<file path="config.mk">
export PLATFORM = sky130hd
export DESIGN_NAME = sar_decision_logic
export DESIGN_NICKNAME = d
export VERILOG_FILES = /design/src/rtl/sar_decision_logic.sv
export SDC_FILE = /design/constraint.sdc
export NUM_CORES = 1
export LEC_CHECK = 0
export ABC_AREA = 1
export ABC_CLOCK_PERIOD_IN_PS = 2300
export CORE_ASPECT_RATIO = 0.9
export CORE_UTILIZATION = 40
export CTS_BUF_LIST = sky130_fd_sc_hd__clkbuf_8
export CTS_CLUSTER_SIZE = 20
export DETAILED_ROUTE_END_ITERATION = 16
export GPL_TIMING_DRIVEN = 0
export PLACE_DENSITY = 0.69
export SLEW_MARGIN = 20
export SYNTH_ARGS = -nofsm -noshare
export SYNTH_HDL_FRONTEND = slang
export SYNTH_SLANG_ARGS = --single-unit
</file>
<file path="constraint.sdc">
create_clock -name clk -period 2.3 [get_ports clk]
set_input_delay 0.575 -clock clk [delete_from_list [all_inputs] [get_ports clk]]
set_output_delay 0.575 -clock clk [all_outputs]
set_load 0.01 [all_outputs]
</file>
<file path="src/rtl/sar_decision_logic.sv">
// SAR decision logic: resolves an N-bit code MSB-first from comparator decisions, with a no-decision watchdog.
// Define SAR_MAJ3_EN to resolve each bit by a majority of three decisions.
module sar_decision_logic #(
  parameter int N       = 8,
  parameter int TIMEOUT = 15
) (
  input  logic         clk,
  input  logic         rst_n,
  input  logic         start,
  input  logic         dec_valid,
  input  logic         decision,
  output logic [N-1:0] dac_code,
  output logic         cmp_req,
  output logic         busy,
  output logic         done,
  output logic [N-1:0] result,
  output logic         err
);

  localparam logic [1:0] S_IDLE = 2'd0;
  localparam logic [1:0] S_WAIT = 2'd1;
  localparam logic [1:0] S_DONE = 2'd2;
  localparam int IDX_W = $clog2(N);
  localparam logic [7:0] WDOG_LAST = 8'(TIMEOUT - 1);

  logic [1:0]       r_state;
  logic [IDX_W-1:0] r_bit_idx;
  logic [7:0]       r_wdog;
  logic [N-1:0]     r_dac_code;
  logic [N-1:0]     r_result;
  logic             r_cmp_req;
  logic             r_busy;
  logic             r_done;
  logic             r_err;

  logic [N-1:0]     w_bit_mask;
  logic [N-1:0]     w_next_mask;
  logic [N-1:0]     w_resolved;
  logic             w_keep;
  logic             w_resolve;
  logic             w_timeout;

  assign w_bit_mask  = N'(1) << r_bit_idx;
  assign w_next_mask = N'(1) << (r_bit_idx - IDX_W'(1));
  assign w_resolved  = w_keep ? r_dac_code : (r_dac_code & ~w_bit_mask);
  assign w_timeout   = !dec_valid && (r_wdog == WDOG_LAST);

`ifdef SAR_MAJ3_EN
  logic [1:0] r_vote;
  logic [1:0] r_ones;
  logic [1:0] w_ones_tot;

  assign w_ones_tot = r_ones + {1'b0, decision};
  assign w_keep     = (w_ones_tot >= 2'd2);
  assign w_resolve  = dec_valid && (r_vote == 2'd2);

  // Vote state lives only while a bit is being resolved in WAIT
  always_ff @(posedge clk or negedge rst_n) begin
    if (!rst_n) begin
      r_vote <= 2'd0;
      r_ones <= 2'd0;
    end else if (r_state != S_WAIT) begin
      r_vote <= 2'd0;
      r_ones <= 2'd0;
    end else if (dec_valid) begin
      if (r_vote == 2'd2) begin
        r_vote <= 2'd0;
        r_ones <= 2'd0;
      end else begin
        r_vote <= r_vote + 2'd1;
        r_ones <= w_ones_tot;
      end
    end else if (w_timeout) begin
      r_vote <= 2'd0;
      r_ones <= 2'd0;
    end
  end
`else
  assign w_keep    = decision;
  assign w_resolve = dec_valid;
`endif

  always_ff @(posedge clk or negedge rst_n) begin
    if (!rst_n) begin
      r_state    <= S_IDLE;
      r_bit_idx  <= '0;
      r_wdog     <= 8'd0;
      r_dac_code <= '0;
      r_result   <= '0;
      r_cmp_req  <= 1'b0;
      r_busy     <= 1'b0;
      r_done     <= 1'b0;
      r_err      <= 1'b0;
    end else begin
      case (r_state)
        S_IDLE: begin
          r_done <= 1'b0;
          if (start) begin
            r_dac_code <= N'(1) << (N - 1);
            r_bit_idx  <= IDX_W'(N - 1);
            r_wdog     <= 8'd0;
            r_err      <= 1'b0;
            r_busy     <= 1'b1;
            r_cmp_req  <= 1'b1;
            r_state    <= S_WAIT;
          end
        end
        S_WAIT: begin
          // An accepted decision always beats a watchdog expiring on the same edge
          if (dec_valid) begin
            r_wdog <= 8'd0;
            if (w_resolve) begin
              if (r_bit_idx != '0) begin
                r_dac_code <= w_resolved | w_next_mask;
                r_bit_idx  <= r_bit_idx - IDX_W'(1);
              end else begin
                r_dac_code <= w_resolved;
                r_result   <= w_resolved;
                r_done     <= 1'b1;
                r_busy     <= 1'b0;
                r_cmp_req  <= 1'b0;
                r_state    <= S_DONE;
              end
            end
          end else if (w_timeout) begin
            r_err     <= 1'b1;
            r_result  <= '0;
            r_done    <= 1'b1;
            r_busy    <= 1'b0;
            r_cmp_req <= 1'b0;
            r_state   <= S_DONE;
          end else begin
            r_wdog <= r_wdog + 8'd1;
          end
        end
        S_DONE: begin
          r_done  <= 1'b0;
          r_state <= S_IDLE;
        end
        default: r_state <= S_IDLE;
      endcase
    end
  end

  assign dac_code = r_dac_code;
  assign cmp_req  = r_cmp_req;
  assign busy     = r_busy;
  assign done     = r_done;
  assign result   = r_result;
  assign err      = r_err;

endmodule
</file>
### After elaboration in Yosys (flattened, before gate mapping)

Index checks and enable logic that the tools add are counted.
W data, S select, Z words.

| operators by class | value |
|---|---|
| add/sub/neg operators | 2 |
| equality and inequality tests | 12 |
| shift-type cells | 2 |
| muxes and demuxes | 33 |
| bitwise operators | 3 |
| reduce and logical (&&, ||, !) cells | 16 |

Operator list:

| cell | count |
|---|---|
| $mux W8 | 10 |
| $pmux W8 S2 | 2 |
| $shl A1 B3 Y8 const A | 2 |
| $reduce_and A3 Y1 | 5 |
| $ne A2 B2 Y1 const B | 6 |
| $reduce_and A4 Y1 | 3 |
| $mux W1 | 9 |
| $mux W3 | 3 |
| $ne A3 B3 Y1 const B | 3 |
| $add A8 B1 Y8 const B | 1 |
| $and A8 B8 Y8 | 1 |
| $eq A8 B4 Y1 const B | 1 |
| $mux W2 | 4 |
| $not A8 Y8 | 1 |
| $or A8 B8 Y8 | 1 |
| $pmux W1 S2 | 3 |
| $pmux W3 S2 | 1 |
| $reduce_bool A2 Y1 | 3 |
| $pmux W2 S2 | 1 |
| $reduce_bool A3 Y1 | 1 |
| $sub A3 B1 Y3 const B | 1 |
| $eq A2 B1 Y1 const B | 1 |
| $eq A2 B2 Y1 const B | 1 |
| $logic_not A2 Y1 | 1 |
| other kinds (3) | 3 |

| word-level totals | value |
|---|---|
| bits in registers | 32 |
| bits of input ports | 5 |
| logic and storage cells | 76 |

### Depth between registers and ports, before layout

Gate-level depths: netlist (run 1).

| logic depth | value |
|---|---|
| depth in word-level cells | 8 |
| gate-level depth with buffers | 9 |
| mapped depth without buffers | 9 |

### Worst setup path before layout (run 1)

No wires, ideal clock.

| timing path | value |
|---|---|
| path type | register -> register |
| start point | reg r_bit_idx[0] |
| end point | reg r_busy, in the netlist busy |
| library setup time | 120 ps |
| arrival | 1,212 ps |
| setup slack | 968 ps |
| stages on the path, launching flop included | 9 |
| path buffers | 1 |
| cells stage by stage | dfrtp_1 inv_1 ha_1 nand2_1 nand2_1 nand3_1 buf_4 nand2_1 nand2_1 |

| between the ends | value |
|---|---|
| longest elaborated chain between the ends | 3 |

RTL lines:

| item | line | RTL |
|---|---|---|
| from (decl) | 27 | `logic [IDX_W-1:0] r_bit_idx;` |
| from (signal assigned) | 100 | `r_bit_idx <= IDX_W'(N - 1);` |
| from (signal assigned) | 115 | `r_bit_idx <= r_bit_idx - IDX_W'(1);` |
| $reduce_bool A3 Y1 | 113 | `if (r_bit_idx != '0) begin` |
| $ne A3 B3 Y1 (no source line) | -- |  |
| $reduce_and A4 Y1 (no source line) | -- |  |
| to (signal assigned) | 103 | `r_busy <= 1'b1;` |
| to (signal assigned) | 120 | `r_busy <= 1'b0;` |
| to (signal assigned) | 129 | `r_busy <= 1'b0;` |
| to (decl) | 32 | `logic r_busy;` |

No other way between the ends.
A chain may end at the register's enable or synchronous reset.

==> impl_results.md, run 1 <==
- Max incr delay on CP: 0.51 ns
- Min Hold Slack: 0.3335 ns
- Global-route wire length before repair: 6.982 mm
- Achievable frequency: 539.8 MHz
- Pre-CTS WS: 0.2796 ns
- Crit Path Max Fanout: 3
- Fillcell total: 454
- Register area share after synthesis: 43.51%
- Slew Limit Headroom: 52.20%
- Leakage: 1.179 nW
- Fin. Hold Viols: 0
- Top-area cell type share of the netlist area: 43.51%
- Total grt overflow: 0
- Yosys cell types: 26
- Drt wl/cell: 12.57 um
- Clock Path Buffers: 2
- Area contributors post-synth: dfrtp_1 (44%), nand2_1 (14%), nand3_1 (8.2%), ha_1 (5.4%), inv_1 (4.9%)
- Critical path class: flop to output pin
- Num rows: 23
- Worst-margin pin slew: 0.7170 ns
- Switching part of the total: 40.82%
- Min-Delay Path Class: input port to async pin
- Pre-antenna DRT Iters: 10
- Final worst setup slack: 0.4475 ns
- DR vias: 1607
- Clock latency at the later pin of the worst-skew pair: 0.29 ns
- RSZ-0062 raised after global routing: false
- Antenna diodes: 0
- Synth Instances: 238
- Critical Path Source Type: flop
- Die area: 0.004877 mm^2
- Starting density of the core: 41.53%
- Required @ worst endpoint: 1.73 ns
- Num CTS Buffers: 5
- NumNets Final: 282
- GP Congestion: 0.9335
- # port buffers: 24
- Synth Register Bits: 32
- Post-CTS setup buffer count: 0
- Cell taking the most area after synthesis: dfrtp_1
- H-tree depth: 2
- Peak VDD IR: 0.3180 mV
- Area of the multi-input gates: 887.1 um^2
- Violations in the final reports: design-rule violations
- Layout area overhead: 23.05%
- Power Density: 1085 mW/mm^2
- Antenna violations before repair: 0
- Final setup TNS: 0 ns
- Ys async rst share: 100.0%
- Mapped Nets: 251
- Critical-path cell list: buf_4, clkdlybuf4s50_1
- DPL Wire Length: 2.985 mm
- CTS tree: built
- Remaining antenna violation count: 0
- Predominant post-synthesis flop cell: dfrtp_1
- Slew Limit Fails: 0
- Comb power frac: 45.0%
- DRT Wirelength: 4.174 mm
- Root buffer cell: clkbuf_8
- Fraction of layout cells with a size suffix above 1: 10.74%
- Design internal power: 0.001454 W
- Pin count of the biggest net entering global routing: 33
- Clock Power Share: 22.2%
- Max Clock Skew: 0.007720 ns
- Reg area: 800.8 um^2
- Cell Area, Synth: 0.001841 mm^2
- Worst EP arrival: 1.28 ns
- P_sw: 0.001003 W
- Core Footprint: 0.004432 mm^2
- Top-level port count: 25
- Vias in the first global route: 1468
- Reg power frac: 32.8%
- Die X-Extent: 73.50 um
- Post-synth EDFFs: 0
- Hold-fix buffers, CTS: 0
- Maxcap violations: 0
- CTS resizes: 0
- Tcrit/Tclk final: 80.54%
- CP max-delay cell: clkdlybuf4s50_1
- DR vias/cell: 4.840
- DRT iter0 DRCs: 102
- Tmin final: 1.853 ns
- Total GRT Usage: 19.29%
- Clk sinks: 32
- Crit end category: output pin
- Run status: finished with violations
- DRC Markers: 2
- Clk slew on worst S/H paths: 0.07 ns
- Avg Cell Area, Syn: 7.733 um^2
- Synth Warn #: 0
- Die H: 66.35 um
- Final setup violation count: 0
## cell usage in the layout (no fill, tap or decap), drive strengths merged, types with 6 or more instances in the layout
cell / count
nand2: 76
dfrtp: 32
buf: 6
clkdlybuf4s50: 23
inv: 28
nor2: 22
a21oi: 6
ha: 8
nand3: 31
o21ai: 15
## Yosys cell counts, types with 2 or more instances
master	number
o21ai_0	9
ha_1	8
buf_4	3
inv_1	24
a21oi_1	6
a21boi_0	3
nand3_1	30
inv_2	3
nand4_1	5
nand2_1	70
nor2_1	20
buf_6	2
nand2_4	3
or2_2	2
o21ai_1	6
nand2_2	3
dfrtp_1	32
## layout make-up
class,instances,share of cell area [%]
clock buffer,5,3.039
multi-input combinational,173,39.17
clock inverter,3,1.878
buffer,5,1.989
sequential,32,35.36
tap,62,3.425
inverter,28,4.751
timing repair buffer,24,10.39
## layer usage
metal | global-route usage (%) | wire [um] | vias to the layer above
met4 | 7.933 | 63 | 0
met2 | 29.70 | 1913 | 45
met1 | 26.02 | 1970 | 738
met5 | 0 | 0 | -
met3 | 4.268 | 226 | 5
li1 | - | - | 819
## path summary, 6_finish.rpt
check	start	to	slack, ns	cells after the start
min reg2reg	result[4]	result[4]	0.47	2
max in group asynchronous	rst_n	r_wdog[7]	1.50	1
min in group clk	result[4]	result[4]	0.47	2
min	rst_n	result[1]	0.33	1
max	busy	cmp_req	0.45	2
max reg2reg	r_wdog[0]	r_wdog[0]	0.78	9
## stage by stage
stage / total power (W) / instance area [um^2] / util (%) / std cells
2_1_floorplan: 0.001517 / 1841 / - / 238
3_3_place_gp: 0.001888 / 2158 / 48.70 / 324
3_5_place_dp: 0.001916 / 2153 / 48.59 / 324
4_1_cts: 0.002469 / 2265 / 51.10 / 332
5_1_grt: 0.002643 / 2265 / 51.10 / 332
6_report: 0.002457 / 2265 / 51.10 / 332
## power by group through the flow
stage          clock [W]  sequential [W]  combinational, W
3_3_place_gp           0        0.000814           0.00107
6_report        0.000546        0.000807           0.00110
4_1_cts         0.000557        0.000808           0.00110
3_5_place_dp           0        0.000818           0.00110
2_1_floorplan          0        0.000838          0.000679
5_1_grt         0.000581        0.000831           0.00123
## flip-flops by register name, indices dropped and copies added (netlist names)
name	count
done	1
r_bit_idx	3
busy	1
dac_code	8
r_state	2
result	8
err	1
r_wdog	8
## critical path: cells and delay by family, from the launching register on
| family | cells | cell delay [ns] |
|---|---|---|
| buf+inv | 2 | 0.62 |
| flops | 1 | 0.37 |
## cells by family (layout without fill, tap and decap cells)
family                     after synthesis  in the layout  share of synthesized area [%]
DFF                                     32             32                          43.51
and+or+nand+nor                        136            136                          33.72
adders and majority gates                8              8                          5.439
xor gates and xnor gates                 2              2                         0.9519
buffers and inverters                   33             65                          8.294
AOI/OAI and AO/OA                       27             27                          8.090
No activity file was read; power rests on OpenSTA's default activity.
==> inputs of run 2 (changes only) <==
ABC_CLOCK_PERIOD_IN_PS = 1800   (was 2300)
clock period = 1.8 ns   (was 2.3 ns; I/O delays follow)
==> results of run 2 <==
The final DEF is identical to that of run 1. Status: finished with violations: design-rule violations.
Among the figures that moved: setup slack after placement 0.2796 ns -> -0.09544 ns; setup slack after layout 0.4475 ns -> 0.07248 ns; hold slack 0.3335 ns -> 0.2085 ns; register-to-register setup slack 0.78 ns -> 0.28 ns; total power 0.002457 W -> 0.003140 W; worst IR drop on VDD 0.3180 mV -> 0.4063 mV
==> inputs of run 3 (changes only) <==
CTS_CLUSTER_DIAMETER = 120   (was default)
SLEW_MARGIN = default   (was 20)
==> results of run 3 <==
The final DEF is identical to that of run 1. Status: finished with violations: design-rule violations.
Among the figures that moved: setup slack after placement 0.2796 ns -> -0.09544 ns; setup slack after layout 0.4475 ns -> 0.07248 ns; hold slack 0.3335 ns -> 0.2085 ns; register-to-register setup slack 0.78 ns -> 0.28 ns; total power 0.002457 W -> 0.003140 W; worst IR drop on VDD 0.3180 mV -> 0.4063 mV
==> variant 1 (config.mk and constraints of run 3) <==
Register the output `dac_code` once more, with the module's reset; this adds one clock of latency there. The other outputs are not delayed to match.
--- a/src/rtl/sar_decision_logic.sv
+++ b/src/rtl/sar_decision_logic.sv
@@ -142,7 +142,13 @@
     end
   end
 
-  assign dac_code = r_dac_code;
+  always_ff @(posedge clk or negedge rst_n) begin
+    if (!rst_n) begin
+      dac_code <= '0;
+    end else begin
+      dac_code <= r_dac_code;
+    end
+  end
   assign cmp_req  = r_cmp_req;
   assign busy     = r_busy;
   assign done     = r_done;
Formal check against the unedited RTL: not equivalent (a bounded check fails within 4 cycles, from zero or initial values and one cycle with rst_n low).
==> variant 1 against run 3 <==
- synthesized cell count did not move
- critical path depth stayed put
- total power increased by 14%
- clock skew is 1.3 ps lower
- sequential cell count increased by 8
- cell count is 0.90% higher
- non-clock buffer count rose by 1
- setup slack lost 1.2 ps
- synthesized area is 11% higher
- final area grew 10%
- wire length fell by 2.7%
- largest cell class is now flip-flops and latches
==> variant 1: results <==
synthesis:
  yosysSeqAreaShare: 0.4881
  synth_area_leaders: "dfrtp_1 (49%), nand2_1 (12%), inv_1 (4.9%), ha_1 (4.9%), o21ai_0 (4.4%)"
  synth.top_cells.by_count: "nand2_1 (66), dfrtp_1 (40), inv_1 (27)"
placement:
  io_buffers: 24
  dp_hpwl_microns: 2980
  pre_cts_slack_ps: -202.6
  gp_congestion: 0.8887
finish:
  num_antenna_cells: 0
  drive_gt1_frac: 0.1148
cts:
  clock-root-buffer: "clkbuf_8"
global_route:
  grtUsageMet1: 0.2330
  grt_pass1_vias: 1554
  track_usage: 0.1683
  grt_use_met2: 0.2655
  grt_max_degree: 41
  met3_usage: 0.03529
drt:
  dr.pass1.iters: 5
  num_vias: 1645
  drtIter0Drc: 88
  wl_per_cell_microns: 12.12
power:
  leakage_nw: 1.258
  pwr-share-clk: 0.208
  vdd_drop_max_v: 0.0005545
worst_setup_path:
  slowest_stage: "clkdlybuf4s50_1"
  crit_fanout: 3
sta:
  tightest_slew_ps: 862.2
  skew_ps: 6.430
status:
  status: "complete, no violations"
## variant 1: per-layer routing
metal	vias up	share of wire
li1	840	-
met1	757	0.50
met2	42	0.44
met3	6	0.045
met4	0	0.013
met5	-	0
## variant 1: logic make-up after synthesis
logic type	after synthesis	synth area share
flops	40	0.4881
buf+inv	35	0.08054
fa+ha+maj	8	0.04881
simple gates	120	0.2739
xor+xnor	2	0.008543
compound gates	33	0.1001
## variant 1: final cells by class
class                           count  area, sq um
Inverter                           29        108.9
Tap cell                           65        81.33
Clock inverter                      3        47.55
Timing Repair Buffer               24        235.2
Buffer                              6        56.30
Sequential cell                    40         1001
Fill cell                         447         2401
Multi-Input combinational cell    163        894.6
Clock buffer                        5        68.82
## variant 1: worst paths after layout
path	from	endpoint	slack [ps]	cells after the start
hold reg to reg	r_dac_code[7]$_DFFE_PN0P_	dac_code[7]$_DFF_PN0_	390	0
setup reg to reg	r_bit_idx[0]$_DFFE_PN0P_	r_dac_code[1]$_DFFE_PN0P_	180	7
min in group clk	r_dac_code[7]$_DFFE_PN0P_	dac_code[7]$_DFF_PN0_	390	0
max in group asynchronous	rst_n	r_wdog[5]$_DFFE_PN0P_	1000	1
hold / removal	rst_n	result[0]$_DFFE_PN0P_	260	1
setup / recovery	busy$_DFFE_PN0P_	cmp_req	70	2
## variant 1: power by group through the flow
| stage | Sequential, mW | Combinational [mW] | Clock, mW |
|---|---|---|---|
| 2_1_floorplan | 1.37 | 0.906 | 0 |
| 3_3_place_gp | 1.33 | 1.48 | 0 |
| 3_5_place_dp | 1.34 | 1.50 | 0 |
| 4_1_cts | 1.32 | 1.50 | 0.765 |
| 5_1_grt | 1.35 | 1.70 | 0.812 |
| 6_report | 1.32 | 1.52 | 0.744 |
## variant 1: per-stage QoR
step                cells  instance area [sq um]    util  hold WS [ps]  TNS (ps)
finish                335                   2494  0.5095         260.1         0
global route          335                   2494  0.5095         337.5         0
CTS                   335                   2484  0.5074         294.1         0
detailed placement    327                   2367  0.4836         366.3     -2575
global placement      327                   2372  0.4847         358.7    -29080
floorplan             238                   2051       -         154.4         0
==> variant 2 (settings of run 3) <==
Without the edit above. Change the parameter `N` from 8 to 16.
--- a/src/rtl/sar_decision_logic.sv
+++ b/src/rtl/sar_decision_logic.sv
@@ -1,7 +1,7 @@
 // SAR decision logic: resolves an N-bit code MSB-first from comparator decisions, with a no-decision watchdog.
 // Define SAR_MAJ3_EN to resolve each bit by a majority of three decisions.
 module sar_decision_logic #(
-  parameter int N       = 8,
+  parameter int N       = 16,
   parameter int TIMEOUT = 15
 ) (
   input  logic         clk,
Interface: changed (resized dac_code and result); port bits go from 25 to 41. The function was not compared with the original's and may differ.
==> variant 2 against run 3 <==
- the run ends with hold timing left
- sequential cell count grew 17
- highest routed layer unchanged
- setup slack gained 7.1 ps
- cell count grew 45%
- largest cell class unchanged
- final area grew 44%
- wire length grew 50%
- clock power shrank 4.9%
- total power grew 47%
- critical path type unchanged
- synthesized area grew 42%
==> variant 2: results <==
synthesis:
  synth_area_leaders: "dfrtp_1 (47%), nand2_1 (19%), nand3_1 (5.7%), o21ai_0 (5.5%), inv_1 (3.6%)"
  synth.top_cells.by_count: "nand2_1 (131), dfrtp_1 (49), nand3_1 (30)"
  syn_nets: 353
  yosysSeqAreaShare: 0.4680
placement:
  dp.cells: 469
  io_buffers: 40
  dp_hpwl_microns: 4728
  pre_cts_slack_ps: -299.4
sta:
  tightest_slew_ps: 453.5
  holdWs_ps: -2.873
  finalHoldViolations: 9
worst_setup_path:
  critPathMaxStageDelay_ps: 560
power:
  p_int_mw: 2.644
  vdd_drop_max_v: 0.0005242
  leakage_nw: 1.655
cts:
  clk_latency_ps: 310
drt:
  num_vias: 2367
  dr.pass1.iters: 4
  vias_per_cell: 4.921
  wl_per_cell_microns: 13.04
finish:
  drive_gt1_frac: 0.1218
  layout.nets: 405
global_route:
  grt_pass1_wl_microns: 11200
  grt_max_degree: 41
status:
  violations: "hold timing"
  status: "complete, but fails checks"
variant 2: cell count changes in the layout (fill, tap and decap cells not counted), sizes merged, moves of 2 or more:
cell,run 3,this run
dfrtp,32,49
clkdlybuf4s50,23,37
buf,6,14
nor2,22,25
a21boi,3,1
nand2,76,140
dlymetal6s2s,0,2
o21ai,15,40
variant 2: cell families after synthesis:
family	synth area share
and+or+nand+nor	0.3295
DFF	0.4680
AOI/OAI and AO/OA	0.1060
buffers and inverters	0.06303
adders and majority gates	0.03343
variant 2: routing by layer:
| layer | GRT usage | vias up | routed length (microns) |
|---|---|---|---|
| li1 | - | 1195 | - |
| met3 | 0.03430 | 8 | 333 |
| met1 | 0.3171 | 1100 | 3148 |
| met4 | 0.05738 | 0 | 84 |
| met2 | 0.2992 | 64 | 2705 |
| met5 | 0 | - | 0 |
variant 2: final cells by class:
type                       count  area [sq um]
clock buffer                   5         68.82
clock inverter                 3         21.27
multi-input combinational    256          1231
sequential                    49          1226
timing repair buffer          45         450.4
tap                           87         108.9
fill                         614          2944
inverter                      27         101.3
buffer                         9         63.81
variant 2: power by group through the flow:
stage | logic (mW) | clock network, mW | registers, mW
final | 2.27 | 0.663 | 1.68
after global routing | 2.58 | 0.733 | 1.73
after CTS | 2.27 | 0.682 | 1.69
after detailed placement | 2.26 | 0 | 1.71
after global placement | 2.22 | 0 | 1.70
after floorplan | 1.24 | 0 | 1.77
variant 2: final timing paths:
| path | startpoint | to | slack, ps | depth (start not counted) |
|---|---|---|---|---|
| setup / recovery | dac_code[11]$_DFFE_PN0P_ | dac_code[11] | 80 | 1 |
| max in group asynchronous | rst_n | dac_code[8]$_DFFE_PN0P_ | 1320 | 2 |
| hold / removal | rst_n | r_wdog[4]$_DFFE_PN0P_ | -3 | 1 |
| min in group clk | result[15]$_DFFE_PN0P_ | result[15]$_DFFE_PN0P_ | 480 | 2 |
| setup reg to reg | r_bit_idx[0]$_DFFE_PN0P_ | result[13]$_DFFE_PN0P_ | 180 | 8 |
| hold reg to reg | result[15]$_DFFE_PN0P_ | result[15]$_DFFE_PN0P_ | 480 | 2 |
variant 2: worst reg2reg max path, stage by stage (launching register included):
cell and delay [ps]:
dfrtp_1 430, inv_1 170, ha_2 250, nand3_1 140, nand2_4 140, nand2_4 100
buf_6 160, nand2_1 70, o21ai_2 50
variant 2: what timing repair did:
item                                    CTS  global route
endpoints found under the setup margin    0            20
gates resized for setup                   0             6
buffers inserted                          0             4
hold buffers                              0             0
